### src/rtl/dr_pkg.sv
// Shared definitions for the dual-rail memory responder: token codes,
// controller state encoding and the token legality check.
package dr_pkg;

    localparam logic [1:0] TOK_NULL  = 2'b00;
    localparam logic [1:0] TOK_READ  = 2'b10;
    localparam logic [1:0] TOK_WRITE = 2'b01;
    localparam logic [1:0] TOK_ILL   = 2'b11;

    typedef enum logic [2:0] {
        ST_IDLE,
        ST_DECODE,
        ST_ACCESS,
        ST_RD_ACK,
        ST_RD_REL,
        ST_WR_ACK,
        ST_ERR,
        ST_WAIT_NULL
    } state_t;

    // Only the single-rail-high codes carry a request; 11 is a rail fault.
    function automatic logic is_legal_token(input logic [1:0] tok);
        return (tok == TOK_READ) || (tok == TOK_WRITE);
    endfunction

endpackage

### src/rtl/dr_sync.sv
// Multi-flop synchroniser for an asynchronous bus. Besides the synchronised
// value it flags when the last two synchronised samples agree, so consumers
// can ignore values caught mid-transition on a multi-bit input.
module dr_sync #(
    parameter int WIDTH  = 1,
    parameter int STAGES = 2
) (
    input  logic             clk,
    input  logic             rst_n,
    input  logic [WIDTH-1:0] d,
    output logic [WIDTH-1:0] q,
    output logic             stable
);

    logic [WIDTH-1:0] chain [STAGES];
    logic [WIDTH-1:0] prev;

    // Shift the input through the chain and keep one extra sample for the stability compare.
    always_ff @(posedge clk) begin
        if (!rst_n) begin
            for (int i = 0; i < STAGES; i++) begin
                chain[i] <= '0;
            end
            prev <= '0;
        end else begin
            chain[0] <= d;
            for (int i = 1; i < STAGES; i++) begin
                chain[i] <= chain[i-1];
            end
            prev <= chain[STAGES-1];
        end
    end

    assign q      = chain[STAGES-1];
    assign stable = (q == prev);

endmodule

### src/rtl/dr_mem_responder.sv
// Clocked memory responder for the dual-rail 4-phase request channel.
//
// state      | meaning
// -----------|------------------------------------------------------------
// IDLE       | waiting for a non-null synchronised token
// DECODE     | waiting for the token to settle; captures addr/data/token
// ACCESS     | counting ACCESS_CYC edges; array access on the last one
// RD_ACK     | ack_read high, data_out valid; waits consumer ack and null
// RD_REL     | waits for the consumer ack to return to zero
// WR_ACK     | ack_write high; waits for the null token
// ERR        | illegal 11 token seen; waits for null, no ack
// WAIT_NULL  | token changed during ACCESS; waits for null, no ack
module dr_mem_responder
    import dr_pkg::*;
#(
    parameter int ADDR_W      = 8,
    parameter int DATA_W      = 16,
    parameter int DEPTH       = 256,
    parameter int ACCESS_CYC  = 2,
    parameter int SYNC_STAGES = 2
) (
    input  logic              clk,
    input  logic              rst_n,
    input  logic [ADDR_W-1:0] addr,
    input  logic [DATA_W-1:0] data_in,
    input  logic [1:0]        read_Nwrite,
    input  logic              ack_in_read,
    output logic [DATA_W-1:0] data_out,
    output logic              ack_read,
    output logic              ack_write,
    output logic              busy,
    output logic              err
);

    localparam int IDX_W = (DEPTH > 1) ? $clog2(DEPTH) : 1;
    localparam int CNT_W = 4;

    state_t            state;
    state_t            state_nxt;
    logic [1:0]        tok_sync;
    logic              tok_stable;
    logic              ack_in_sync;
    logic              ack_in_stable;
    logic [CNT_W-1:0]  cnt;
    logic [ADDR_W-1:0] cap_addr;
    logic [DATA_W-1:0] cap_data;
    logic [1:0]        cap_tok;
    logic [IDX_W-1:0]  mem_idx;
    logic              in_range;
    logic              tok_changed;
    logic              tok_null_ok;
    logic              ack_in_hi;
    logic              ack_in_lo;
    logic              acc_final;
    logic              mem_we;
    logic [DATA_W-1:0] mem [DEPTH];

    dr_sync #(.WIDTH(2), .STAGES(SYNC_STAGES)) u_sync_tok (
        .clk    (clk),
        .rst_n  (rst_n),
        .d      (read_Nwrite),
        .q      (tok_sync),
        .stable (tok_stable)
    );

    dr_sync #(.WIDTH(1), .STAGES(SYNC_STAGES)) u_sync_ack (
        .clk    (clk),
        .rst_n  (rst_n),
        .d      (ack_in_read),
        .q      (ack_in_sync),
        .stable (ack_in_stable)
    );

    // Release conditions use settled values so a single glitchy sample cannot end a handshake.
    assign tok_null_ok = tok_stable && (tok_sync == TOK_NULL);
    assign ack_in_hi   = ack_in_stable && ack_in_sync;
    assign ack_in_lo   = ack_in_stable && !ack_in_sync;
    assign tok_changed = (tok_sync != cap_tok);
    assign in_range    = (32'(cap_addr) < DEPTH);
    assign mem_idx     = cap_addr[IDX_W-1:0];
    assign acc_final   = (state == ST_ACCESS) && !tok_changed && (cnt == '0);
    assign mem_we      = acc_final && (cap_tok == TOK_WRITE) && in_range;

    // State register.
    always_ff @(posedge clk) begin
        if (!rst_n) begin
            state <= ST_IDLE;
        end else begin
            state <= state_nxt;
        end
    end

    // Next-state decode.
    always_comb begin
        state_nxt = state;
        case (state)
            ST_IDLE: begin
                if (tok_sync != TOK_NULL) state_nxt = ST_DECODE;
            end
            ST_DECODE: begin
                if (tok_sync == TOK_NULL) begin
                    state_nxt = ST_IDLE;
                end else if (tok_stable) begin
                    state_nxt = is_legal_token(tok_sync) ? ST_ACCESS : ST_ERR;
                end
            end
            ST_ACCESS: begin
                if (tok_changed) begin
                    state_nxt = ST_WAIT_NULL;
                end else if (cnt == '0) begin
                    state_nxt = (cap_tok == TOK_READ) ? ST_RD_ACK : ST_WR_ACK;
                end
            end
            ST_RD_ACK: begin
                if (ack_in_hi && tok_null_ok) state_nxt = ST_RD_REL;
            end
            ST_RD_REL: begin
                if (ack_in_lo) state_nxt = ST_IDLE;
            end
            ST_WR_ACK, ST_ERR, ST_WAIT_NULL: begin
                if (tok_null_ok) state_nxt = ST_IDLE;
            end
            default: state_nxt = ST_IDLE;
        endcase
    end

    // Moore outputs decoded from the state register.
    always_comb begin
        ack_read  = 1'b0;
        ack_write = 1'b0;
        busy      = (state != ST_IDLE);
        case (state)
            ST_RD_ACK: ack_read  = 1'b1;
            ST_WR_ACK: ack_write = 1'b1;
            default: ;
        endcase
    end

    // Request capture, access down-counter, read data and sticky error.
    always_ff @(posedge clk) begin
        if (!rst_n) begin
            cnt      <= '0;
            cap_addr <= '0;
            cap_data <= '0;
            cap_tok  <= TOK_NULL;
            data_out <= '0;
            err      <= 1'b0;
        end else begin
            if (state == ST_DECODE && state_nxt == ST_ACCESS) begin
                cap_addr <= addr;
                cap_data <= data_in;
                cap_tok  <= tok_sync;
                cnt      <= CNT_W'(ACCESS_CYC - 1);
            end else if (state == ST_ACCESS && cnt != '0) begin
                cnt <= cnt - 1'b1;
            end
            if (state == ST_DECODE && state_nxt == ST_ERR) err <= 1'b1;
            if (state == ST_ACCESS && tok_changed)         err <= 1'b1;
            if (acc_final && !in_range)                    err <= 1'b1;
            if (acc_final && cap_tok == TOK_READ) begin
                data_out <= in_range ? mem[mem_idx] : '0;
            end
            if (state == ST_RD_ACK && state_nxt == ST_RD_REL) data_out <= '0;
        end
    end

    // Single-port array; written only on the last ACCESS edge of an in-range write.
    always_ff @(posedge clk) begin
        if (mem_we) mem[mem_idx] <= cap_data;
    end

endmodule

### config.mk
export PLATFORM = sky130hd
export DESIGN_NAME = dr_mem_responder
export DESIGN_NICKNAME = d
export VERILOG_FILES = /design/src/rtl/dr_pkg.sv /design/src/rtl/dr_sync.sv /design/src/rtl/dr_mem_responder.sv
export SDC_FILE = /design/constraint.sdc
export NUM_CORES = 2
export LEC_CHECK = 0
export CAP_MARGIN = 25
export CORE_MARGIN = 2
export CORE_UTILIZATION = 47
export DETAILED_ROUTE_END_ITERATION = 12
export HOLD_SLACK_MARGIN = 0.06
export PLACE_DENSITY = 0.74
export SYNTH_ARGS = -nofsm -noshare
export SYNTH_HDL_FRONTEND = slang
export SYNTH_HIERARCHICAL = 1
export SYNTH_MEMORY_MAX_BITS = 65536
export SYNTH_SLANG_ARGS = --single-unit
### constraint.sdc
create_clock -name clk -period 5.9 [get_ports clk]
set_input_delay 0.59 -clock clk [delete_from_list [all_inputs] [get_ports clk]]
set_output_delay 0.59 -clock clk [all_outputs]
set_load 0.01 [all_outputs]
==> impl_results.md <==
* Status: completed
* Final period utilization at 76.0%
* Pin count of the biggest net entering global routing at 226
* Clk_skew at 0.0895 ns
* PortBufs at 48
* Worst Setup SP: cap_addr[1]
* Most common cell in the netlist: edfxtp_1
* Worst ir drop on vdd at 268 uV
* Req. time, crit path at 6.69 ns
* DRT iter0 DRCs at 12800
* Reg-to-Reg End: data_out[5]
* CTS max path bufs at 4
* Critical Path, Cell by Cell: buf_12, buf_12, mux4_2, mux2i_1, o22ai_1, o21ai_0, nand3_1, a31oi_1, o22ai_1
* Worst-path clk slew at 0.06 ns
* CTS Buf Count at 399
* Initial antenna violation count at 14
* Dpl hpwl at 231000 um
* Final setup fails at 0
* Clock period minus worst slack at 4.48 ns
* Seq pwr share at 55.5%
* Worst-case reg-to-reg path depth at 9
* Grt ovf at 0
* Final Hold Fails at 0
* Crit path kind: flip-flop to flip-flop
* Combinational share of power at 1.6%
* Die area at 0.344 mm^2
* P_sw at 11.8 mW
* Fmax at 223 MHz
* CP Capture Type: flip-flop
* TritonRoute pass-1 iters at 6
* Slew Viols, Final at 0
* Synth area leaders: edfxtp_1 (77%), mux4_2 (15%), mux2i_1 (1.6%)
* Gpl congestion at 0.914
* # DRC at 0
* Core area at 0.339 mm^2
* Cells after synthesis at 7026
* Flops & latches, synth at 4155
* Most instantiated cells after synthesis: edfxtp_1 (4096), mux4_2 (1095), nor2_1 (297), mux2i_1 (254), buf_2 (185)
* Share of cells above drive strength 1 at 27.2%
* Clock share of power at 43.0%
* PD cells at 321 mW/mm^2
* Least-Margin Pin Slew at 1.50 ns
* Final antenna-violating net count at 0
* Synth cell types at 60
* Synthesis-to-finish area growth at 13.1%
* Post-synth net total at 7057
* Post-synth top area cell: edfxtp_1
* Die Wd at 587 um
* CP endpoint: data_out[5]
* Global-route wire length before repair at 580000 um
* CTS sink count at 4155
* Avg Cell Area, Syn at 22.7 um^2
* WP depth at 9
* Ys async rst share at 0%
* Vias in the first global route at 78300
* Post-synth top area share at 77.0%
* Place WS at 1.58 ns
* Cell Rows at 214
* H-tree levels at 5
* CP max FO at 75
* CTS tree: yes
* Clk_lat worst skew at 1.00 ns
* CP max stage cell: dfxtp_4
* Pint at 46.1 mW
* DR vias/cell at 6.34
* Slew Limit Headroom at 0.177%
* Avg WL per Cell at 32.8 um
* Most common flop cell mapped by yosys: edfxtp_1
* Top Ports at 49
* CTS root buf: clkbuf_16
* HP Class: primary input to flip-flop
* # nets final at 7535
* CP delay by family, top: compound AO/OA/AOI/OAI gates
* Setup TNS at 0 ns
* Vias at 78500
* Critical R2R Launch: cap_addr[1]
* Total wire length at 406000 um
* Bufs and invs on worst path at 2
* Flop-to-flop setup slack at 1.42 ns
* Slowest stage delay, CP at 0.77 ns
* EDFF count, synth at 4096
* Starting Density at 47.1%
* PnR worst setup slack at 1.42 ns
* Synth Cell Area at 0.160 mm^2
* Sequential share of the synthesized area at 77.8%
* Die Y at 587 um
* Critical Path Start Type: flip-flop
* Max cap viols at 0
* CP arrival at 5.27 ns
* Post-CTS Setup Repair Bufs at 0
* Sw Ratio at 20.3%
* All-layer global routing usage at 23.3%
* Ys Warns at 6
* Leak at 58.1 nW
* RSZ-0062 raised after global routing: false
==> routing by layer <==
layer | part of all wire [%] | GRT usage (%) | vias up
li1 | - | - | 30800
met1 | 36 | 31.8 | 41400
met2 | 47 | 36.4 | 5463
met3 | 12 | 5.10 | 801
met4 | 4.9 | 10.2 | 6
met5 | 0.076 | 0 | -
==> registers in the layout, indices dropped and copies added, names as in the netlist <==
name and cells:
u_sync_ack/prev 1, u_sync_tok/prev 2, cnt 4, err 1, cap_data 16, mem 4096
data_out 16, u_sync_tok/chain 4, cap_addr 8, state 3, cap_tok 2, u_sync_ack/chain 2
==> cell usage in the layout, fill, tap and decap left out, drive strengths merged, types with 3 or more instances in the layout <==
master,instances
o22ai,41
bufinv,24
nor3b,3
nor2b,36
clkinvlp,14
a21oi,14
dfxtp,59
o21ai,40
nand4,22
clkinv,194
diode,9
clkbuf,494
o31ai,3
a31oi,32
o32ai,3
a211oi,24
nor2,297
mux2i,254
xnor2,4
and4,14
nand3,102
mux4,1095
a22oi,141
and2,30
inv,20
a21boi,3
buf,441
nand2,149
o211ai,16
a221oi,9
a22o,37
edfxtp,4096
o2111ai,4
nor3,14
xor2,3
a211o,15
clkdlybuf4s50,47
a32oi,14
==> logic make-up after synthesis <==
kind of cell | Yosys count | share of synthesized area, %
DFF | 4155 | 77.8
xor gates and xnor gates | 7 | 0.0384
and+or+nand+nor | 682 | 1.93
AOI/OAI and AO/OA | 404 | 1.83
adders and majority gates | 2 | 0.0157
buffers and inverters | 427 | 1.38
muxes | 1349 | 17.0
==> what timing repair did <==
item / in CTS / in global routing
endpoints found under the hold margin: 0 / 6
hold buffers: 0 / 1
gates resized for setup: 0 / 0
==> final cells by class <==
class	instances	area, um^2
tap	4536	5680
sequential	4155	124000
multi-input combinational	2444	33400
inverter	15	71.3
fill	24800	158000
antenna	9	22.5
clock buffer	494	10400
timing repair buffer	489	4380
clock inverter	237	2350
==> power by group through the flow <==
stage | logic (mW) | clock network [mW] | registers [mW]
after floorplan | 0.498 | 0 | 32.8
after detailed placement | 0.874 | 0 | 32.8
final | 0.903 | 24.9 | 32.1
after global placement | 0.855 | 0 | 32.7
after global routing | 0.936 | 26.2 | 32.1
after CTS | 0.880 | 25.1 | 32.1
==> worst min path at each step <==
stage | start | endpoint | slack (ns) | depth (start not counted)
final | ack_in_read | u_sync_ack/chain[0][0] | 0.18 | 2
after global routing | data_in[13] | cap_data[13] | 0.20 | 3
after CTS | ack_in_read | u_sync_ack/chain[0][0] | 0.13 | 2
after detailed placement | u_sync_tok/chain[0][0] | u_sync_tok/chain[0][2] | 0.44 | 1
after global placement | u_sync_ack/chain[0][0] | u_sync_ack/chain[0][1] | 0.43 | 1
after floorplan | u_sync_tok/chain[0][0] | u_sync_tok/chain[0][2] | 0.41 | 1
==> per-stage QoR <==
| step | hold WS, ns | total power, mW | utilization [%] | cells | area, um^2 |
|---|---|---|---|---|---|
| global placement | 0.431 | 33.6 | 49.4 | 11600 | 168000 |
| finish | 0.182 | 57.9 | 53.3 | 12400 | 181000 |
| detailed placement | 0.436 | 33.6 | 49.4 | 11600 | 168000 |
| CTS | 0.132 | 58.1 | 53.2 | 12400 | 180000 |
| floorplan | 0.406 | 33.3 | - | 7026 | 160000 |
| global route | 0.202 | 59.2 | 53.3 | 12400 | 181000 |
==> worst reg2reg max path, stage by stage (launching register included) <==
cell and delay [ns]:
dfxtp_4 0.77, buf_12 0.42, buf_12 0.37, mux4_2 0.57
mux2i_1 0.31, o22ai_1 0.14, o21ai_0 0.61, nand3_1 0.50
a31oi_1 0.54, o22ai_1 0.12
(Power assumes the default switching activity.)
